<file path="src/rtl/serial_sub4_if.sv">
// Request/result bundle for the bit-serial subtractor.
// Signal prefixes are from the subtractor's point of view.
interface serial_sub4_if #(
    parameter int WIDTH = 4
);
    logic             i_start;
    logic [WIDTH-1:0] i_a;
    logic [WIDTH-1:0] i_b;
    logic [WIDTH-1:0] o_out;
    logic             o_borrow;
    logic             o_busy;
    logic             o_done;

    modport slave (
        input  i_start, i_a, i_b,
        output o_out, o_borrow, o_busy, o_done
    );

    modport master (
        output i_start, i_a, i_b,
        input  o_out, o_borrow, o_busy, o_done
    );
endinterface

</file>
<file path="src/rtl/serial_sub4.sv">
// Bit-serial unsigned subtractor: one difference bit per clock, LSB first.
// The result and final borrow are registered and held until the next completion.
module serial_sub4 #(
    parameter int WIDTH = 4
) (
    input  logic          clk,
    input  logic          rst,
    serial_sub4_if.slave  bus
);
    localparam int CW = (WIDTH > 1) ? $clog2(WIDTH) : 1;

    typedef enum logic [1:0] {
        IDLE = 2'd0,
        RUN  = 2'd1,
        DONE = 2'd2
    } state_t;

    state_t           r_state;
    state_t           w_next;
    logic [WIDTH-1:0] r_a;
    logic [WIDTH-1:0] r_b;
    logic [WIDTH-1:0] r_res;
    logic [WIDTH-1:0] r_out;
    logic [CW-1:0]    r_cnt;
    logic             r_br;
    logic             r_borrow;

    logic             w_accept;
    logic             w_last;
    logic             w_diff;
    logic             w_br_next;
    logic [WIDTH-1:0] w_res_next;
    logic             w_busy;
    logic             w_done;

    // Full-subtractor slice on the current LSBs of the operand shifters.
    assign w_diff     = r_a[0] ^ r_b[0] ^ r_br;
    assign w_br_next  = (~r_a[0] & r_b[0]) | (~(r_a[0] ^ r_b[0]) & r_br);
    assign w_res_next = {w_diff, r_res[WIDTH-1:1]};
    assign w_last     = (r_cnt == CW'(WIDTH - 1));
    assign w_accept   = (r_state == IDLE) && bus.i_start;

    always_ff @(posedge clk or posedge rst) begin
        if (rst) begin
            r_state <= IDLE;
        end else begin
            r_state <= w_next;
        end
    end

    always_comb begin
        w_next = r_state;
        w_busy = 1'b0;
        w_done = 1'b0;
        case (r_state)
            IDLE: begin
                if (bus.i_start) begin
                    w_next = RUN;
                end
            end
            RUN: begin
                w_busy = 1'b1;
                if (w_last) begin
                    w_next = DONE;
                end
            end
            DONE: begin
                w_done = 1'b1;
                w_next = IDLE;
            end
            default: begin
                w_next = IDLE;
            end
        endcase
    end

    always_ff @(posedge clk or posedge rst) begin
        if (rst) begin
            r_a      <= '0;
            r_b      <= '0;
            r_res    <= '0;
            r_cnt    <= '0;
            r_br     <= 1'b0;
            r_out    <= '0;
            r_borrow <= 1'b0;
        end else if (w_accept) begin
            r_a   <= bus.i_a;
            r_b   <= bus.i_b;
            r_res <= '0;
            r_cnt <= '0;
            r_br  <= 1'b0;
        end else if (r_state == RUN) begin
            r_a   <= r_a >> 1;
            r_b   <= r_b >> 1;
            r_res <= w_res_next;
            r_br  <= w_br_next;
            r_cnt <= r_cnt + CW'(1);
            // Publish on the final bit so out/borrow never show a partial result.
            if (w_last) begin
                r_out    <= w_res_next;
                r_borrow <= w_br_next;
            end
        end
    end

    assign bus.o_out    = r_out;
    assign bus.o_borrow = r_borrow;
    assign bus.o_busy   = w_busy;
    assign bus.o_done   = w_done;
endmodule

</file>
<file path="src/flat_wrapper.sv">
// flat-port wrapper written by rule: the top's interface ports become plain ports
module serial_sub4_flat 
#(
    parameter int WIDTH = 4
)
  (clk, rst, bus_i_start, bus_i_a, bus_i_b, bus_o_out, bus_o_borrow, bus_o_busy, bus_o_done);
  serial_sub4_if #(.WIDTH(WIDTH)) bus_i ();
  input  logic clk;
  input  logic rst;
  input wire logic [$bits(bus_i.i_start)-1:0] bus_i_start;
  input wire logic [$bits(bus_i.i_a)-1:0] bus_i_a;
  input wire logic [$bits(bus_i.i_b)-1:0] bus_i_b;
  output wire logic [$bits(bus_i.o_out)-1:0] bus_o_out;
  output wire logic [$bits(bus_i.o_borrow)-1:0] bus_o_borrow;
  output wire logic [$bits(bus_i.o_busy)-1:0] bus_o_busy;
  output wire logic [$bits(bus_i.o_done)-1:0] bus_o_done;
  assign bus_i.i_start = bus_i_start;
  assign bus_i.i_a = bus_i_a;
  assign bus_i.i_b = bus_i_b;
  assign bus_o_out = bus_i.o_out;
  assign bus_o_borrow = bus_i.o_borrow;
  assign bus_o_busy = bus_i.o_busy;
  assign bus_o_done = bus_i.o_done;
  serial_sub4 #(.WIDTH(WIDTH)) u_core (.clk(clk), .rst(rst), .bus(bus_i));
endmodule
</file>
<file path="config.mk">
export PLATFORM = sky130hd
export DESIGN_NAME = serial_sub4_flat
export DESIGN_NICKNAME = d
export VERILOG_FILES = /design/src/rtl/serial_sub4_if.sv /design/src/rtl/serial_sub4.sv /design/src/flat_wrapper.sv
export SDC_FILE = /design/constraint.sdc
export NUM_CORES = 1
export LEC_CHECK = 0
export BUFFER_PORTS_ARGS = -buffer_cell sky130_fd_sc_hd__buf_4
export CORE_ASPECT_RATIO = 1.2
export CORE_MARGIN = 8
export CORE_UTILIZATION = 40
export CTS_CLUSTER_SIZE = 25
export DETAILED_ROUTE_END_ITERATION = 16
export HOLD_SLACK_MARGIN = 0.02
export SYNTH_ARGS = -nofsm -noshare
export SYNTH_HDL_FRONTEND = slang
export SYNTH_SLANG_ARGS = --single-unit
</file>
<file path="constraint.sdc">
create_clock -name clk -period 4.4 [get_ports clk]
set_clock_uncertainty 0.15 [all_clocks]
set_input_delay 0 -clock clk [delete_from_list [all_inputs] [get_ports clk]]
set_output_delay 0 -clock clk [all_outputs]
set_load 0.05 [all_outputs]
</file>
Word level (Yosys, flattened, before mapping). Index checks and enable logic that the tools add are counted.

Register bits: 22. Bits in latches: 0. Bits in writable memories: 0. Bits in read-only memories: 0. Output and inout port bits: 7. Logic and storage cells: 42. Memories kept: 0.

$add $sub $neg: 1. Multiply operators: 0. Divide/modulo/power cells: 0. Magnitude comparators: 0. Equality and inequality tests: 5. Shifts and indexed selects: 0. Mux-type cells: 15. Bitwise logic cells: 8. Reduce and logical (&&, ||, !) cells: 5.

Operators with widths (count): $mux 4 (6); $mux 2 (4); $eq 2x2->1 const B (2); $mux 1 (4); $pmux 2 s2 (1); $not 1->1 (3); $reduce_and 3->1 (1); $add 2x1->2 const B (1); $and 1x1->1 (2); $eq 2x1->1 const B (1); $logic_not 2->1 (1); $ne 2x1->1 const B (1); $ne 2x2->1 const B (1); $reduce_and 2->1 (1); $reduce_bool 2->1 (1); $xor 1x1->1 (2); $logic_and 1x1->1 (1); $or 1x1->1 (1).

Depth between registers and ports, before layout. Gate-level depths: netlist of the first run.

Depth after elaboration: 6. Depth in mapped cells: 4. Depth with buffers taken out: 4.

Worst setup path after synthesis of the first run. No wires, ideal clock.

Path type: register -> register. Start: reg u_core.r_b[0]. End: reg u_core.r_out[3], in the netlist u_core.bus.o_out[3]. Arrival time: 1111 ps. Path slack: 3014 ps. Stages on the path, launching flop included: 4. Buffers on the path: 0. Cells stage by stage: dfrtp_1 inv_1 fa_1 mux2_4.

Longest elaborated chain between the ends: 2.

Ends and longest elaborated chain: start: declaration (line serial_sub4.sv:21) `logic [WIDTH-1:0] r_b;`; start signal: assignment (line serial_sub4.sv:88) `r_b <= bus.i_b;`; start signal: assignment (line serial_sub4.sv:94) `r_b <= r_b >> 1;`; $xor 1x1->1 (2 in a row) (line serial_sub4.sv:37) `assign w_diff = r_a[0] ^ r_b[0] ^ r_br;`; via u_core.w_diff (line serial_sub4.sv:30) `logic w_diff;`; end signal: assignment (line serial_sub4.sv:100) `r_out <= w_res_next;`; end: declaration (line serial_sub4.sv:23) `logic [WIDTH-1:0] r_out;`.

The timed path passes the listed nets, and every way through them passes these cells. A chain may end at the register's enable or synchronous reset.

Final worst setup path of the first run.
Start: reg u_core.r_state[0]. End: reg u_core.r_a[1].

Longest elaborated chain between the ends: 3. Elaborated cells on any way between the ends: 5. Those cells by class: eq/ne (1); mux (1); reduce/logical (3).

Ends and longest elaborated chain: start: declaration (line serial_sub4.sv:18) `state_t r_state;`; start signal: assignment (line serial_sub4.sv:47) `r_state <= w_next;`; $logic_not 2->1 (line serial_sub4.sv:41) `assign w_accept = (r_state == IDLE) && bus.i_start;`; $logic_and 1x1->1 (line serial_sub4.sv:41); $mux 4 or $reduce_bool 2->1 (tied branches); end signal: assignment (line serial_sub4.sv:87) `r_a <= bus.i_a;`; end signal: assignment (line serial_sub4.sv:93) `r_a <= r_a >> 1;`; end: declaration (line serial_sub4.sv:20) `logic [WIDTH-1:0] r_a;`.

Several ways; a longest one is shown, not always the timed one.

==> results_dict.tcl, run 1 <==
set metrics [dict create \
    drt-initial-drc-count 14 \
    grt_overflow 0 \
    grt_first_pass_wirelength_mm 3.19 \
    status "completed" \
    power_leakage_nw 0.626 \
    peakVddDrop_mv 0.400 \
    cp-end-kind "flip-flop" \
    r2r-start "u_core.r_state[0]" \
    wl_met3_um 99 \
    synthArstFlopShare_pct 100 \
    die_y_um 69.5 \
    drt-pass1-iter-count 2 \
    worstMarginPinSlew_ns 0.791 \
    pin_count 18 \
    route.met2.wl_um 886 \
    crit_arrival_ns 2.38 \
    synthDistinctLibCells 28 \
    num_vias 694 \
    die-area_um2 4210 \
    routed.top_layer "met4" \
    antenna_found_initial 0 \
    grt_pass1_vias 704 \
    internal_power_mw 0.537 \
    nets 124 \
    relSlewSlack_pct 47.2 \
    place_hpwl_mm 1.32 \
    cp_slowest_stage_delay_ns 0.59 \
    clock-sinks 21 \
    hold_viol_final 0 \
    rr_worst_depth 4 \
    required_ns 4.44 \
    yosysWarnings 0 \
    cts_buffer_depth 2 \
    fin_setup_tns_ns 0 \
    switching_share_pct 41.5 \
    sequentialPowerShare_pct 38.6 \
    min_period_ns 2.34 \
    drv_cap 0 \
    synth-seq-cells 21 \
    slew_viol_final 0 \
    critical_path_class "reg -> reg" \
    dp_slack_ns 2.93 \
    cp_top_family "buffers and inverters" \
    critical_path_peak_fanout 12 \
    fin_ws_ns 2.06 \
    routed_wl_mm 1.85 \
    cp_cell_sequence "nor4b_1 -> dlygate4sd3_1 -> nor3_1 -> dlygate4sd3_1" \
    clockPowerShare_pct 9.9 \
    drc 0 \
    vias_per_cell 4.92 \
    yosysSeqAreaShare_pct 55.1 \
    finalNonFillerCells 141 \
    drtAntennaViolNets 0 \
    crit_path_top_delay_cell "dlygate4sd3_1" \
    core_area_um2 2280 \
    ys.flop_type "dfrtp_1" \
    syn_avg_cell_area_um2 12.4 \
    timing.final.crit_share_pct 53.1 \
    comb_power_share_pct 51.5 \
    cp-start-kind "flip-flop" \
    rows 19 \
    drive_above_1_share_pct 29.1 \
    utilization_pct 55.7 \
    clk_pin_slew_ns 0.12 \
    port_buffers 17 \
    wl_per_cell_um 13.1 \
    syn_inst 77 \
    gr-usage-all-layers_pct 9.71 \
    start_util_pct 41.8 \
    power.density_nw_per_um2 722 \
    setup_viol 0 \
    cts-buffers-inserted 3 \
    switchingPower_mw 0.381 \
    diodes 0 \
    grt_setup_unrepaired "no" \
    synthesis.nets 90 \
    m1WireLength_um 850 \
    cts_tree "done" \
    synth_edf_count 0 \
    cts-root-buf "clkbuf_4" \
    die_w_um 60.6 \
    syn-cell-area_um2 953 \
    area_growth_pct 33.3 \
    clock_latency_ns 0.29 \
    gp_congestion 0.734 \
    grt_max_degree 22 \
    holdCritPathClass "in -> async" \
    r2r_setup_slack_ns 2.06 \
    dp.cells 123 \
    htreeDepth 1 \
    path_common_cell "dlygate4sd3_1" \
    fmax_mhz 428 \
    worstReg2RegEnd "u_core.r_a[1]" \
    crit_buf_inv 2 \
]
worst max path at each step:
stage          depth (start not counted)                   to         startpoint  slack (ns)
3_5_place_dp                           3  u_core.bus.o_out[3]      u_core.r_b[0]        2.93
2_1_floorplan                          3  u_core.bus.o_out[3]      u_core.r_b[0]        3.01
3_3_place_gp                           3  u_core.bus.o_out[3]      u_core.r_b[0]        2.94
6_report                               4        u_core.r_a[1]  u_core.r_state[0]        2.06
4_1_cts                                4        u_core.r_a[1]  u_core.r_state[0]        2.08
5_1_grt                                4        u_core.r_a[1]  u_core.r_state[0]        1.97
synth_stat cells, types with 2 or more instances:
library cell / n / share of area (%)
a32oi_1: 2 / 1.8
o22a_1: 2 / 1.8
dfrtp_1: 21 / 55
a22o_1: 4 / 3.7
inv_1: 10 / 3.9
o21ai_0: 2 / 1.0
mux2_4: 4 / 6.3
nor2b_1: 2 / 1.3
nand2_1: 4 / 1.6
o32ai_1: 4 / 3.7
a2bb2oi_1: 2 / 1.8
a21oi_1: 3 / 1.6
nor2_1: 2 / 0.79
worst min-delay path: cells and delay by family:
kind	cells	cell delay (ns)
buffers and inverters	3	1.23
metal layers:
| metal | vias to the layer above | track usage (%) |
|---|---|---|
| met1 | 336 | 11.9 |
| met3 | 2 | 2.97 |
| li1 | 343 | - |
| met2 | 13 | 15.1 |
| met4 | 0 | 3.90 |
| met5 | - | 0 |
flip-flops by register name, summed over array words and instances, names as in the netlist:
register	flops
u_core.bus.o_out	4
u_core.r_a	4
u_core.r_b	4
u_core.r_res	3
u_core.r_cnt	2
u_core.r_state	2
u_core.bus.o_borrow	1
u_core.r_br	1
area by class of cell:
type / count / area, um^2
Sequential cell: 21 / 526
Tap cell: 31 / 38.8
Multi-Input combinational cell: 43 / 370
Timing Repair Buffer: 31 / 268
Fill cell: 209 / 1010
Clock buffer: 3 / 22.5
Inverter: 11 / 41.3
Clock inverter: 1 / 5.00
what timing repair did:
| action | in CTS | in global routing |
|---|---|---|
| endpoints found under the hold margin | 31 | 0 |
| gates resized for setup | 0 | 0 |
| hold buffers | 14 | 0 |
| setup buffers | 0 | 0 |
power by group through the flow:
stage                     Sequential [mW]  Clock [mW]  Combinational, mW
after floorplan                     0.399           0              0.298
final                               0.354      0.0909              0.472
after global placement              0.357           0              0.441
after CTS                           0.354      0.0948              0.479
after global routing                0.369       0.102              0.513
after detailed placement            0.359           0              0.449
through the flow:
step	hold slack, ns	power [mW]	area [um^2]
after floorplan	-0.173	0.697	953
after global placement	0.0436	0.798	1100
after detailed placement	0.0477	0.808	1100
after CTS	0.268	0.929	1270
after global routing	0.324	0.984	1270
final	0.251	0.918	1270
cells by family after synthesis:
kind of cell / count (synthesis) / synth area share [%]
adders and majority gates: 2 / 3.41
DFF: 21 / 55.1
AOI/OAI and AO/OA: 22 / 18.2
buffers and inverters: 13 / 6.04
and+or+nand+nor: 15 / 10.9
muxes: 4 / 6.30
cells in the final DEF (no fill, tap or decap):
cell	count
a32oi_1	2
nand2_1	4
clkinv_2	1
nand3b_4	1
o2bb2ai_1	1
nor2b_1	2
inv_1	10
nand2b_2	1
o21ai_0	2
a2bb2oi_1	2
o21bai_2	1
nor2_1	2
inv_2	1
dlygate4sd3_1	14
ha_1	1
or2b_4	1
mux2_4	4
a22o_1	4
a21oi_1	3
dfrtp_1	21
and2b_2	1
nor2_2	1
o22ai_1	1
o22a_1	2
buf_4	17
clkbuf_4	3
o32ai_1	4
nor4b_1	1
nor3_1	1
fa_1	1
Power figures use the tool's default switching activity.
==> run 2: changes to the inputs <==
Clock period 4.4 ns to 1.9 ns, I/O delays scaled along.
==> run 2 against run 1 <==
Effect of this change: global-route usage is essentially flat; largest cell class unchanged; critical path depth did not move; worst setup slack worse by 1.9 ns; die area unchanged; first-iteration DRC count is 7.1% higher; core utilization is 0.77 points lower; combinational power grew 120%; final cell count fell by 1.4%; highest routed layer unchanged; via count down 0.58%; register-to-register slack worse by 1.9 ns; sequential cell count unchanged.
==> results_dict.tcl, run 2 (synthesized netlist as in run 1, its figures left out) <==
set metrics [dict create \
    setup_viol 0 \
    die_y_um 69.5 \
    drive_above_1_share_pct 31.5 \
    r2r-start "u_core.r_state[0]" \
    final_common_cell "dfrtp_1" \
    worstReg2RegEnd "u_core.r_b[0]" \
    hold_viol_final 0 \
    cts-root-buf "clkbuf_4" \
    power.density_nw_per_um2 1670 \
    clockPowerShare_pct 10.1 \
    cts_tree "done" \
    comb_power_share_pct 50.5 \
    cp_slowest_stage_delay_ns 0.56 \
    gp_congestion 0.734 \
    postPlaceCellArea_um2 1100 \
    power_leakage_nw 0.613 \
    drtAntennaViolNets 0 \
    rows 19 \
    switchingPower_mw 0.871 \
    cp-start-kind "flip-flop" \
    start_util_pct 41.8 \
    r2r_setup_slack_ns 0.14 \
    crit_buf_inv 1 \
    cts_buffer_depth 2 \
    relSlewSlack_pct 47.3 \
    use_met2_pct 14.6 \
    critical_path_peak_fanout 12 \
    stdcell_area_um2 1250 \
    layout_common_cells "dfrtp_1, buf_4, dlygate4sd3_1" \
    cts-buffers-inserted 3 \
    rr_worst_depth 4 \
    nets 122 \
    drv_cap 0 \
    num_vias 690 \
    min_period_ns 1.76 \
    cp-end-kind "flip-flop" \
    internal_power_mw 1.22 \
    fmax_mhz 567 \
    slew_viol_final 0 \
    vias_per_cell 4.96 \
    clk_pin_slew_ns 0.12 \
    status "completed" \
    drt-pass1-iter-count 4 \
    holdCritPathClass "in -> async" \
    grt_pass1_vias 712 \
    grt_max_degree 22 \
    peakVddDrop_mv 0.946 \
    core_area_um2 2280 \
    gr-usage-all-layers_pct 9.68 \
    grt_first_pass_wirelength_mm 3.20 \
    cp_cell_sequence "nor2_1 -> a32oi_1 -> dlygate4sd3_1 -> nor2b_1" \
    grt_overflow 0 \
    pin_count 18 \
    cp_top_family "buffers and inverters" \
    area_growth_pct 31.5 \
    required_ns 1.95 \
    diodes 0 \
    use_met3_pct 2.97 \
    routed_wl_mm 1.82 \
    clock_latency_ns 0.30 \
    grt_setup_unrepaired "no" \
    fin_setup_tns_ns 0 \
    clock-sinks 21 \
    critical_path_class "reg -> reg" \
    crit_path_top_delay_cell "dlygate4sd3_1" \
    antenna_found_initial 0 \
    gr-max-usage-layer "met2" \
    htreeDepth 1 \
    crit_arrival_ns 1.81 \
    met1_usage_pct 12.3 \
    timing.final.crit_share_pct 92.8 \
    sequentialPowerShare_pct 39.4 \
    place_hpwl_mm 1.32 \
    hold_slack_ns 0.247 \
    drc 0 \
    die_w_um 60.6 \
    port_buffers 17 \
    worstMarginPinSlew_ns 0.790 \
    drt-initial-drc-count 15 \
    die-area_um2 4210 \
    switching_share_pct 41.7 \
    wl_per_cell_um 13.1 \
    post_cts_buffers 0 \
]
-- run 2: final cells by class --
| cell class | instances | area (um^2) |
|---|---|---|
| inverters | 11 | 41.3 |
| flip-flops and latches | 21 | 528 |
| repair buffers | 29 | 248 |
| clock buffers | 3 | 22.5 |
| fillers | 210 | 1030 |
| clock inverters | 1 | 5.00 |
| well taps | 31 | 38.8 |
| multi-input cells | 43 | 370 |
-- run 2: worst max-delay path by stage --
stage,end,from,slack [ns],cells past startpoint
global placement,u_core.bus.o_out[3],u_core.r_b[0],0.44,3
CTS,u_core.r_b[0],u_core.r_state[0],0.03,4
global route,u_core.r_b[0],u_core.r_state[0],0.04,4
floorplan,u_core.bus.o_out[3],u_core.r_b[0],0.51,3
finish,u_core.r_b[0],u_core.r_state[0],0.14,4
detailed placement,u_core.bus.o_out[3],u_core.r_b[0],0.43,3
-- run 2: worst reg2reg max path, stage by stage, from the launching register on --
cell and delay [ns]:
dfrtp_2 0.52, nor2_1 0.19, a32oi_1 0.12, dlygate4sd3_1 0.56, nor2b_1 0.13
-- run 2: metrics by stage --
| stage | setup WS (ns) | util (%) | power (mW) | std cells |
|---|---|---|---|---|
| global placement | 0.440 | 48.4 | 1.85 | 123 |
| global route | 0.0382 | 54.9 | 2.25 | 139 |
| floorplan | 0.514 | - | 1.61 | 77 |
| CTS | 0.0345 | 54.8 | 2.12 | 139 |
| finish | 0.137 | 54.9 | 2.09 | 139 |
| detailed placement | 0.433 | 48.4 | 1.87 | 123 |
-- run 2: repair_timing --
item,CTS,global route
resized for setup,0,2
hold buffers,12,0
endpoints found under the hold margin,31,0
setup endpoints to repair,0,2
-- run 2: layer usage --
metal / part of all wire (%) / up-vias / wire length (um)
met4: 1.6 / 0 / 29
met5: 0 / - / 0
met3: 5.6 / 4 / 101
li1: - / 339 / -
met1: 45 / 332 / 822
met2: 48 / 15 / 865
-- run 2: power groups by stage --
stage          clock network (mW)  registers, mW  logic, mW
2_1_floorplan                   0          0.925      0.690
3_3_place_gp                    0          0.826       1.02
3_5_place_dp                    0          0.832       1.04
4_1_cts                     0.220          0.821       1.08
5_1_grt                     0.236          0.859       1.15
6_report                    0.212          0.823       1.06
